===== src/rtl/machine_timer_pkg.sv =====
// machine_timer_pkg: register offsets, reset constants and byte-merge helper shared by the machine timer
package machine_timer_pkg;
    localparam logic [4:0]  OFFSET_MTIME_LO    = 5'h00;
    localparam logic [4:0]  OFFSET_MTIME_HI    = 5'h04;
    localparam logic [4:0]  OFFSET_MTIMECMP_LO = 5'h08;
    localparam logic [4:0]  OFFSET_MTIMECMP_HI = 5'h0C;
    localparam logic [4:0]  OFFSET_MSIP        = 5'h10;
    localparam logic [63:0] MTIMECMP_RESET     = 64'hFFFF_FFFF_FFFF_FFFF;

    function automatic logic [31:0] merge_strobe(
        input logic [31:0] old_value,
        input logic [31:0] new_value,
        input logic [3:0]  strobe
    );
        logic [31:0] result;
        for (int i = 0; i < 4; i++)
            result[8*i +: 8] = strobe[i] ? new_value[8*i +: 8] : old_value[8*i +: 8];
        return result;
    endfunction
endpackage


===== src/rtl/machine_timer_counter.sv =====
// machine_timer_counter: 64-bit mtime with half-word store ports and tick generation
// Build option: MACHINE_TIMER_PRESCALER_EN adds a PRESCALE-cycle prescaler in front of the increment.
module machine_timer_counter
    import machine_timer_pkg::*;
#(
    parameter int unsigned PRESCALE = 1
) (
    input  logic        clock,
    input  logic        reset_n,
    input  logic        i_write_lo,
    input  logic        i_write_hi,
    input  logic [31:0] i_write_data,
    output logic [63:0] o_mtime,
    output logic [63:0] o_mtime_next
);
    logic [63:0] r_mtime;
    logic        w_tick;

    if (PRESCALE < 1 || PRESCALE > 65535) begin : g_bad_prescale
        $error("machine_timer_counter: PRESCALE must be within 1..65535");
    end

`ifdef MACHINE_TIMER_PRESCALER_EN
    localparam logic [15:0] PRESCALE_LAST = 16'(PRESCALE - 1);
    logic [15:0] r_prescale;

    assign w_tick = r_prescale == PRESCALE_LAST;

    // Prescale phase advances every cycle, wraps after PRESCALE-1 and restarts on any mtime store
    always_ff @(posedge clock or negedge reset_n) begin
        if (!reset_n)
            r_prescale <= '0;
        else
            r_prescale <= (i_write_lo || i_write_hi || w_tick) ? 16'd0 : r_prescale + 16'd1;
    end
`else
    assign w_tick = 1'b1;
`endif

    // A store replaces one half and freezes the other; otherwise a tick increments with full carry
    always_comb begin
        o_mtime_next = i_write_lo ? {r_mtime[63:32], i_write_data} :
                       i_write_hi ? {i_write_data, r_mtime[31:0]} :
                       w_tick     ? r_mtime + 64'd1 : r_mtime;
    end

    // Counter state
    always_ff @(posedge clock or negedge reset_n) begin
        if (!reset_n)
            r_mtime <= '0;
        else
            r_mtime <= o_mtime_next;
    end

    assign o_mtime = r_mtime;
endmodule


===== src/rtl/machine_timer.sv =====
// machine_timer: CLINT-style mtime/mtimecmp/msip block with single-cycle bus response
// Build option: MACHINE_TIMER_PRESCALER_EN enables the mtime prescaler (see machine_timer_counter).
module machine_timer
    import machine_timer_pkg::*;
#(
    parameter logic [31:0] BASE_ADDRESS = 32'h0200_0000,
    parameter int unsigned PRESCALE     = 1
) (
    input  logic        clock,
    input  logic        reset_n,
    input  logic        request_valid,
    input  logic        request_write,
    input  logic [31:0] request_address,
    input  logic [3:0]  request_strobe,
    input  logic [31:0] request_write_data,
    output logic        response_valid,
    output logic [31:0] response_read_data,
    output logic        response_error,
    output logic [63:0] mtime,
    output logic [63:0] mtimecmp,
    output logic        timer_interrupt,
    output logic        software_interrupt
);
    logic [4:0]  w_offset;
    logic        w_hit;
    logic        w_misaligned;
    logic        w_mapped;
    logic        w_access;
    logic        w_store;
    logic [31:0] w_read_value;
    logic [31:0] w_counter_data;
    logic [63:0] w_mtime;
    logic [63:0] w_mtime_next;
    logic [63:0] w_mtimecmp_next;
    logic        w_msip_next;
    logic [63:0] r_mtimecmp;
    logic        r_msip;
    logic        r_timer_interrupt;
    logic        r_response_valid;
    logic [31:0] r_response_read_data;
    logic        r_response_error;

    assign w_offset     = request_address[4:0];
    assign w_hit        = request_valid && request_address[31:5] == BASE_ADDRESS[31:5];
    assign w_misaligned = request_address[1:0] != 2'b00;
    assign w_mapped     = w_offset <= OFFSET_MSIP;
    assign w_access     = w_hit && !w_misaligned && w_mapped;
    assign w_store      = w_access && request_write;

    assign w_counter_data = merge_strobe(w_offset == OFFSET_MTIME_HI ? w_mtime[63:32] : w_mtime[31:0],
                                         request_write_data, request_strobe);

    machine_timer_counter #(.PRESCALE(PRESCALE)) u_counter (
        .clock       (clock),
        .reset_n     (reset_n),
        .i_write_lo  (w_store && w_offset == OFFSET_MTIME_LO),
        .i_write_hi  (w_store && w_offset == OFFSET_MTIME_HI),
        .i_write_data(w_counter_data),
        .o_mtime     (w_mtime),
        .o_mtime_next(w_mtime_next)
    );

    // Load data reflects register contents before this cycle's store or tick
    always_comb begin
        w_read_value = (!w_access || request_write)      ? 32'd0 :
                       w_offset == OFFSET_MTIME_LO    ? w_mtime[31:0] :
                       w_offset == OFFSET_MTIME_HI    ? w_mtime[63:32] :
                       w_offset == OFFSET_MTIMECMP_LO ? r_mtimecmp[31:0] :
                       w_offset == OFFSET_MTIMECMP_HI ? r_mtimecmp[63:32] : {31'd0, r_msip};
    end

    // Next compare value and software-pending bit after byte-merged stores
    always_comb begin
        w_mtimecmp_next = (w_store && w_offset == OFFSET_MTIMECMP_LO) ?
                              {r_mtimecmp[63:32], merge_strobe(r_mtimecmp[31:0], request_write_data, request_strobe)} :
                          (w_store && w_offset == OFFSET_MTIMECMP_HI) ?
                              {merge_strobe(r_mtimecmp[63:32], request_write_data, request_strobe), r_mtimecmp[31:0]} :
                              r_mtimecmp;
        w_msip_next = (w_store && w_offset == OFFSET_MSIP && request_strobe[0]) ? request_write_data[0] : r_msip;
    end

    // Compare state; the interrupt level is computed from post-update values so it tracks mtime >= mtimecmp
    always_ff @(posedge clock or negedge reset_n) begin
        if (!reset_n) begin
            r_mtimecmp        <= MTIMECMP_RESET;
            r_msip            <= 1'b0;
            r_timer_interrupt <= 1'b0;
        end else begin
            r_mtimecmp        <= w_mtimecmp_next;
            r_msip            <= w_msip_next;
            r_timer_interrupt <= w_mtime_next >= w_mtimecmp_next;
        end
    end

    // One-cycle bus response; reset discards any response still in flight
    always_ff @(posedge clock or negedge reset_n) begin
        if (!reset_n) begin
            r_response_valid     <= 1'b0;
            r_response_read_data <= 32'd0;
            r_response_error     <= 1'b0;
        end else begin
            r_response_valid     <= request_valid;
            r_response_read_data <= w_read_value;
            r_response_error     <= w_hit && (w_misaligned || !w_mapped);
        end
    end

    assign response_valid     = r_response_valid;
    assign response_read_data = r_response_read_data;
    assign response_error     = r_response_error;
    assign mtime              = w_mtime;
    assign mtimecmp           = r_mtimecmp;
    assign timer_interrupt    = r_timer_interrupt;
    assign software_interrupt = r_msip;
endmodule


===== config.mk =====
export PLATFORM = sky130hd
export DESIGN_NAME = machine_timer
export DESIGN_NICKNAME = d
export VERILOG_FILES = /design/src/rtl/machine_timer_pkg.sv /design/src/rtl/machine_timer_counter.sv /design/src/rtl/machine_timer.sv
export SDC_FILE = /design/constraint.sdc
export NUM_CORES = 1
export LEC_CHECK = 0
export BUFFER_PORTS_ARGS = -buffer_cell sky130_fd_sc_hd__buf_4
export CAP_MARGIN = 15
export CORE_ASPECT_RATIO = 0.8
export CORE_MARGIN = 5
export CORE_UTILIZATION = 50
export DETAILED_ROUTE_END_ITERATION = 12
export PLACE_DENSITY = 0.72
export SLEW_MARGIN = 20
export SYNTH_ARGS = -nofsm -noshare
export SYNTH_HDL_FRONTEND = slang
export SYNTH_SLANG_ARGS = --single-unit

===== constraint.sdc =====
create_clock -name clock -period 4.6 [get_ports clock]
set_clock_uncertainty 0.1 [all_clocks]
set_input_delay 0.92 -clock clock [delete_from_list [all_inputs] [get_ports clock]]
set_output_delay 0.92 -clock clock [all_outputs]
set_load 0.01 [all_outputs]

* Word level (Yosys, flattened, before mapping)
Index checks and enable logic that the tools add are counted.
Word-level totals: register bits 164, bits of input ports 72, output and inout port bits 164, logic and storage cells 55
Operators by class: $add $sub $neg 1, magnitude comparators 2, equal/unequal tests 5, multiplexer cells 22, reduce and logical (&&, ||, !) cells 18
Operators by type and width (number):
- 64-bit two-way mux | 4
- 32-bit two-way mux | 6
- 8-bit two-way mux | 12
- 64-bit by 1-bit adder with 64-bit output, second input constant | 1
- 64-bit >= comparator | 1
- 27-bit by 21-bit equality test with 1-bit output, second input constant | 1
- 1-bit logical AND | 11
- 5-bit by 4-bit equality test with 1-bit output, second input constant | 2
- 5-bit by 3-bit equality test with 1-bit output, second input constant | 1
- 5-bit equality test, second input constant | 1
- 5-bit less-or-equal comparator, second input constant | 1
- 5-bit logical NOT | 1
- 1-bit logical NOT | 3
- 1-bit logical OR | 2
- 2-bit nonzero test | 1

* Logic depth before layout (Yosys ltp)
word-level depth 9, gate-level depth with buffers 16, gate-level depth less buffers 13

* Cells and area by module
Synthesis repeated with hierarchy kept, for this count alone.
Unflattened totals: cells, all modules 1151, area total of the unflattened synthesis 11232.0 µm²
Modules (own cells, without submodules):
- machine_timer | instances 1, cells each 692, area an instance 7325.8 µm², seq. area each 2582.5 µm²
- machine_timer_counter | instances 1, cells each 459, area an instance 3906.2 µm², seq. area each 1601.5 µm²

* Worst setup path after synthesis
OpenSTA, ideal clock, no wires.
kind input -> register, from in request_address[1], to reg r_timer_interrupt (netlist: timer_interrupt), library setup time 0.136 ns, arrival 3.861 ns, data required time 4.364 ns, path slack 0.503 ns, stages 16, path buffers 3, cell sequence or3_1 buf_2 nor2_1 buf_4 nand4_1 clkbuf_1 o21ai_0 a21oi_1 a21oi_1 ha_1 a21o_1 a21oi_1 o221ai_1 a211o_1 a221oi_1 o21ai_0
On the way: cells in the longest elaborated chain, start to end 9, elaborated cells between the ends (all ways) 24, classes of those cells 2 x order compare; 3 x eq/ne; 9 x mux; 10 x reduce/logical
Ends and longest elaborated chain:
- start: declaration | RTL line machine_timer.sv:13 | input logic [31:0] request_address,
- branches (longest 7 deep; another with 5-bit less-or-equal comparator)
- 64-bit two-way mux * | RTL line machine_timer_counter.sv:42 | o_mtime_next = i_write_lo ? {r_mtime[63:32], i_write_data} :
- via u_counter.o_mtime_next[50] | RTL line machine_timer_counter.sv:14 | output logic [63:0] o_mtime_next
- 64-bit >= comparator * | RTL line machine_timer.sv:91 | r_timer_interrupt <= w_mtime_next >= w_mtimecmp_next;
- end signal: assignment | RTL line machine_timer.sv:91
- end: declaration | RTL line machine_timer.sv:38 | logic r_timer_interrupt;
Mark *: on every way through the listed nets, which the timed path passes. A chain may end at the register's enable or synchronous reset.

* Worst setup path after layout
from in request_address[23], to reg r_timer_interrupt (netlist: timer_interrupt)
On the way: cells in the longest elaborated chain, start to end 9, elaborated cells between the ends (all ways) 14, classes of those cells 1 x order compare; 1 x eq/ne; 4 x mux; 8 x reduce/logical
Ends and longest elaborated chain:
- 27-bit by 21-bit equality test with 1-bit output * | RTL line machine_timer.sv:44 | assign w_hit = request_valid && request_address[31:5] == BASE_ADDRESS[31:5];
- 1-bit logical AND * | RTL line machine_timer.sv:44
- 1-bit logical AND * (2 in a row) | RTL line machine_timer.sv:47 | assign w_access = w_hit && !w_misaligned && w_mapped;
- 1-bit logical AND * | RTL line machine_timer.sv:48 | assign w_store = w_access && request_write;
- 1-bit logical AND | RTL line machine_timer.sv:57 | .i_write_hi (w_store && w_offset == OFFSET_MTIME_HI),
- 64-bit two-way mux | RTL line machine_timer_counter.sv:43 | i_write_hi ? {i_write_data, r_mtime[31:0]} :
- 64-bit two-way mux * | RTL line machine_timer_counter.sv:42
- via u_counter.o_mtime_next[9] | RTL line machine_timer_counter.sv:14
- 64-bit >= comparator * | RTL line machine_timer.sv:91
Mark *: on every way through the listed nets, which the timed path passes. The rest lies on a longest branch.

==> flow_summary.json <==
{
  "finalCritPeriodShare_pct": 95.8,
  "drive_gt1_share_pct": 36.4,
  "ys_ff_latch": 164,
  "ff2ff_setup_slack_ps": 390,
  "highest_layer": "met4",
  "power_density_nw_per_um2": 216,
  "ir_worst_vdd_v": 0.000218,
  "overflow": 0,
  "grt_start_max_net_pins": 86,
  "period_minus_slack_ps": 4410,
  "dr_wl_met3_mm": 3.85,
  "avgSynthCellArea_um2": 9.55,
  "worstSetupStartpoint": "request_address[23]",
  "p_int_mw": 2.29,
  "fillers": 1829,
  "drc": 0,
  "clkSinkCount": 164,
  "post_drt_wl_per_cell_um": 22.6,
  "syn_inst": 1168,
  "synthDistinctLibCells": 71,
  "cp.required_ps": 4850,
  "status": "finished, final reports clean",
  "via_count": 10900,
  "synth_area_um2": 11200,
  "syn_nets": 1305,
  "yosysWarningCount": 0,
  "synth-seq-area-share_pct": 37.5,
  "numPortBuffers": 235,
  "grt_antenna_before_repair": 0,
  "p_sw_mw": 0.810,
  "rr_startpoint": "u_counter.o_mtime[13]",
  "swShare_pct": 26.1,
  "synth_most_common_cell": "mux2i_1",
  "drt-met1-wl_mm": 18.0,
  "cts_made_buffers": 17,
  "ys_top_cells_by_count": "mux2i_1, nand2_1, dfrtp_1",
  "ctsHoldBuffers": 0,
  "async_reset_ff_share_pct": 100,
  "hold_viol_final": 0,
  "grt_pass1_vias": 10800,
  "clockRootBuffer": "clkbuf_16",
  "r2r-end": "timer_interrupt",
  "power_mw": 3.10,
  "critPathKind": "input pin to flip-flop",
  "cp-start-kind": "input pin",
  "ff2ff_path_depth": 14,
  "power_frac_clock_pct": 47.3,
  "layout.nets": 1587,
  "p_leak_nw": 6.77,
  "placed_cell_area_um2": 13800,
  "clk_path_buf_depth": 2,
  "slew_headroom_pct": 45.6,
  "die_x_um": 177,
  "pin_count": 236,
  "drt_wl_total_mm": 39.9,
  "worstSetupEndpointType": "flip-flop",
  "rows": 48,
  "diodes": 0,
  "synth_edf_count": 0,
  "yosys.area.top_type": "dfrtp_1",
  "finalMaxSlewViolations": 0,
  "place.gp.congestion": 0.964,
  "worstMarginPinSlew_ps": 817,
  "die_area_um2": 25400,
  "cts-resized-gates": 0,
  "die_h_um": 144,
  "comb_power_share_pct": 6.2,
  "dp_hpwl_mm": 30.1,
  "netlist.area_leader.share_pct": 22.4,
  "first_pass_iters": 7,
  "area_delta_synth_final_pct": 28.8,
  "synth.area.top_cells": "dfrtp_1, dfstp_2, mux2i_1",
  "core-area_um2": 21700,
  "rsz0062_at_grt": "no",
  "whs_ps": 448,
  "finish.instance_area_um2": 14400,
  "grt_usage_pct": 31.1,
  "ctsHtreeMaxLevel": 4,
  "cap_violations": 0,
  "finalSetupViolCount": 0,
  "crit_arrival_ps": 4650,
  "hp-class": "input pin to asynchronous set/reset pin",
  "dr_wl_met2_mm": 17.5,
  "fmax_mhz": 227,
  "cts_tree": "done",
  "p_seq_share_pct": 46.6,
  "synthFlopType": "dfrtp_1",
  "crit_fanout": 42,
  "post_cts_buffers": 0,
  "viasPerCell": 6.21,
  "grt_pass1_wl_mm": 62.6,
  "path_clk_slew_ps": 70,
  "start_util_pct": 51.3,
  "insertion_delay_ps": 430,
  "antenna_left": 0,
  "drt-initial-drc-count": 1344
}
## registers in the layout, summed over array words and instances, names as in the netlist
name,flops
mtimecmp,64
u_counter.o_mtime,64
response_read_data,32
response_error,1
response_valid,1
software_interrupt,1
timer_interrupt,1
## routing by layer
metal | vias up | global-route usage [%]
li1 | 4941 | -
met1 | 5372 | 46.4
met2 | 581 | 47.3
met3 | 51 | 6.81
met4 | 0 | 5.78
met5 | - | 0
## critical path: stages
cell and delay, ps:
buf_4 110, nor4b_1 370, and4_1 310, buf_4 140, nand4_1 130, buf_12 220
buf_4 210, nand3_1 110, xor2_1 140, o21ai_0 150, ha_1 330, and4_1 300
o31ai_1 90, or4_1 600, o2111ai_1 190, a211oi_1 120, o21ai_0 160
## worst max-delay path by stage
stage,to,slack (ps),cells after the start
after global routing,timer_interrupt,3,17
after global placement,timer_interrupt,-190,17
final,timer_interrupt,190,17
after CTS,timer_interrupt,250,17
after floorplan,timer_interrupt,500,16
after detailed placement,timer_interrupt,-160,17
## layout make-up
| type | count | area (um2) | area share [%] |
|---|---|---|---|
| Timing Repair Buffer | 334 | 2560 | 17.8 |
| Inverter | 16 | 60.1 | 0.418 |
| Tap cell | 300 | 375 | 2.61 |
| Sequential cell | 164 | 4180 | 29.1 |
| Multi-Input combinational cell | 917 | 6600 | 45.9 |
| Clock buffer | 17 | 425 | 2.96 |
| Clock inverter | 15 | 169 | 1.18 |
## logic make-up (layout without fill, tap and decap cells)
| group | after synthesis | after routing | synth area share, % |
|---|---|---|---|
| mux | 181 | 181 | 17.0 |
| fa+ha+maj | 65 | 65 | 7.29 |
| buf+inv | 87 | 382 | 3.59 |
| flops | 164 | 164 | 37.5 |
| compound gates | 285 | 285 | 15.4 |
| xor+xnor | 30 | 30 | 2.36 |
| simple gates | 356 | 356 | 16.8 |
## power groups by stage
stage | combinational [mW] | sequential (mW) | clock, mW
after floorplan | 0.0574 | 1.47 | 0
after global placement | 0.189 | 1.47 | 0
after detailed placement | 0.189 | 1.47 | 0
after CTS | 0.190 | 1.44 | 1.48
after global routing | 0.208 | 1.44 | 1.55
final | 0.191 | 1.44 | 1.47
## through the flow
| step | util, % | setup TNS [ps] | setup WS (ps) | std cells |
|---|---|---|---|---|
| 2_1_floorplan | - | 0 | 503 | 1168 |
| 3_3_place_gp | 63.4 | -195 | -195 | 1731 |
| 3_5_place_dp | 63.4 | -163 | -163 | 1731 |
| 4_1_cts | 66.1 | 0 | 250 | 1763 |
| 5_1_grt | 66.1 | 0 | 3.09 | 1763 |
| 6_report | 66.1 | 0 | 195 | 1763 |
## cell usage in the layout, fill, tap and decap left out, types with 4 or more instances in the layout
master     Yosys  routed
and4_1         8       8
inv_1         16      16
xor2_1        22      22
or3_1          4       4
nor3_1        19      19
inv_6          0       4
or4_1          6       6
dfstp_2       64      64
nand3_1       29      29
buf_4         13     329
o31ai_1        5       5
a21o_1        10      10
clkbuf_16      0      17
xnor2_1        8       8
and3_1        11      11
o22ai_1       15      15
o21ai_0       95      95
nor2_1        80      79
mux2_2        72      72
buf_12         0       4
a221oi_1      29      29
nand2_2        9      10
nor4_4         3       4
dfrtp_1      100     100
nor4_1         9       9
mux2i_1      109     109
a2bb2oi_1      5       5
nand4_1       42      42
ha_1          65      65
a21oi_1       95      95
nand2_1      103     102
Note: power is estimated with default switching activity, not from simulation.
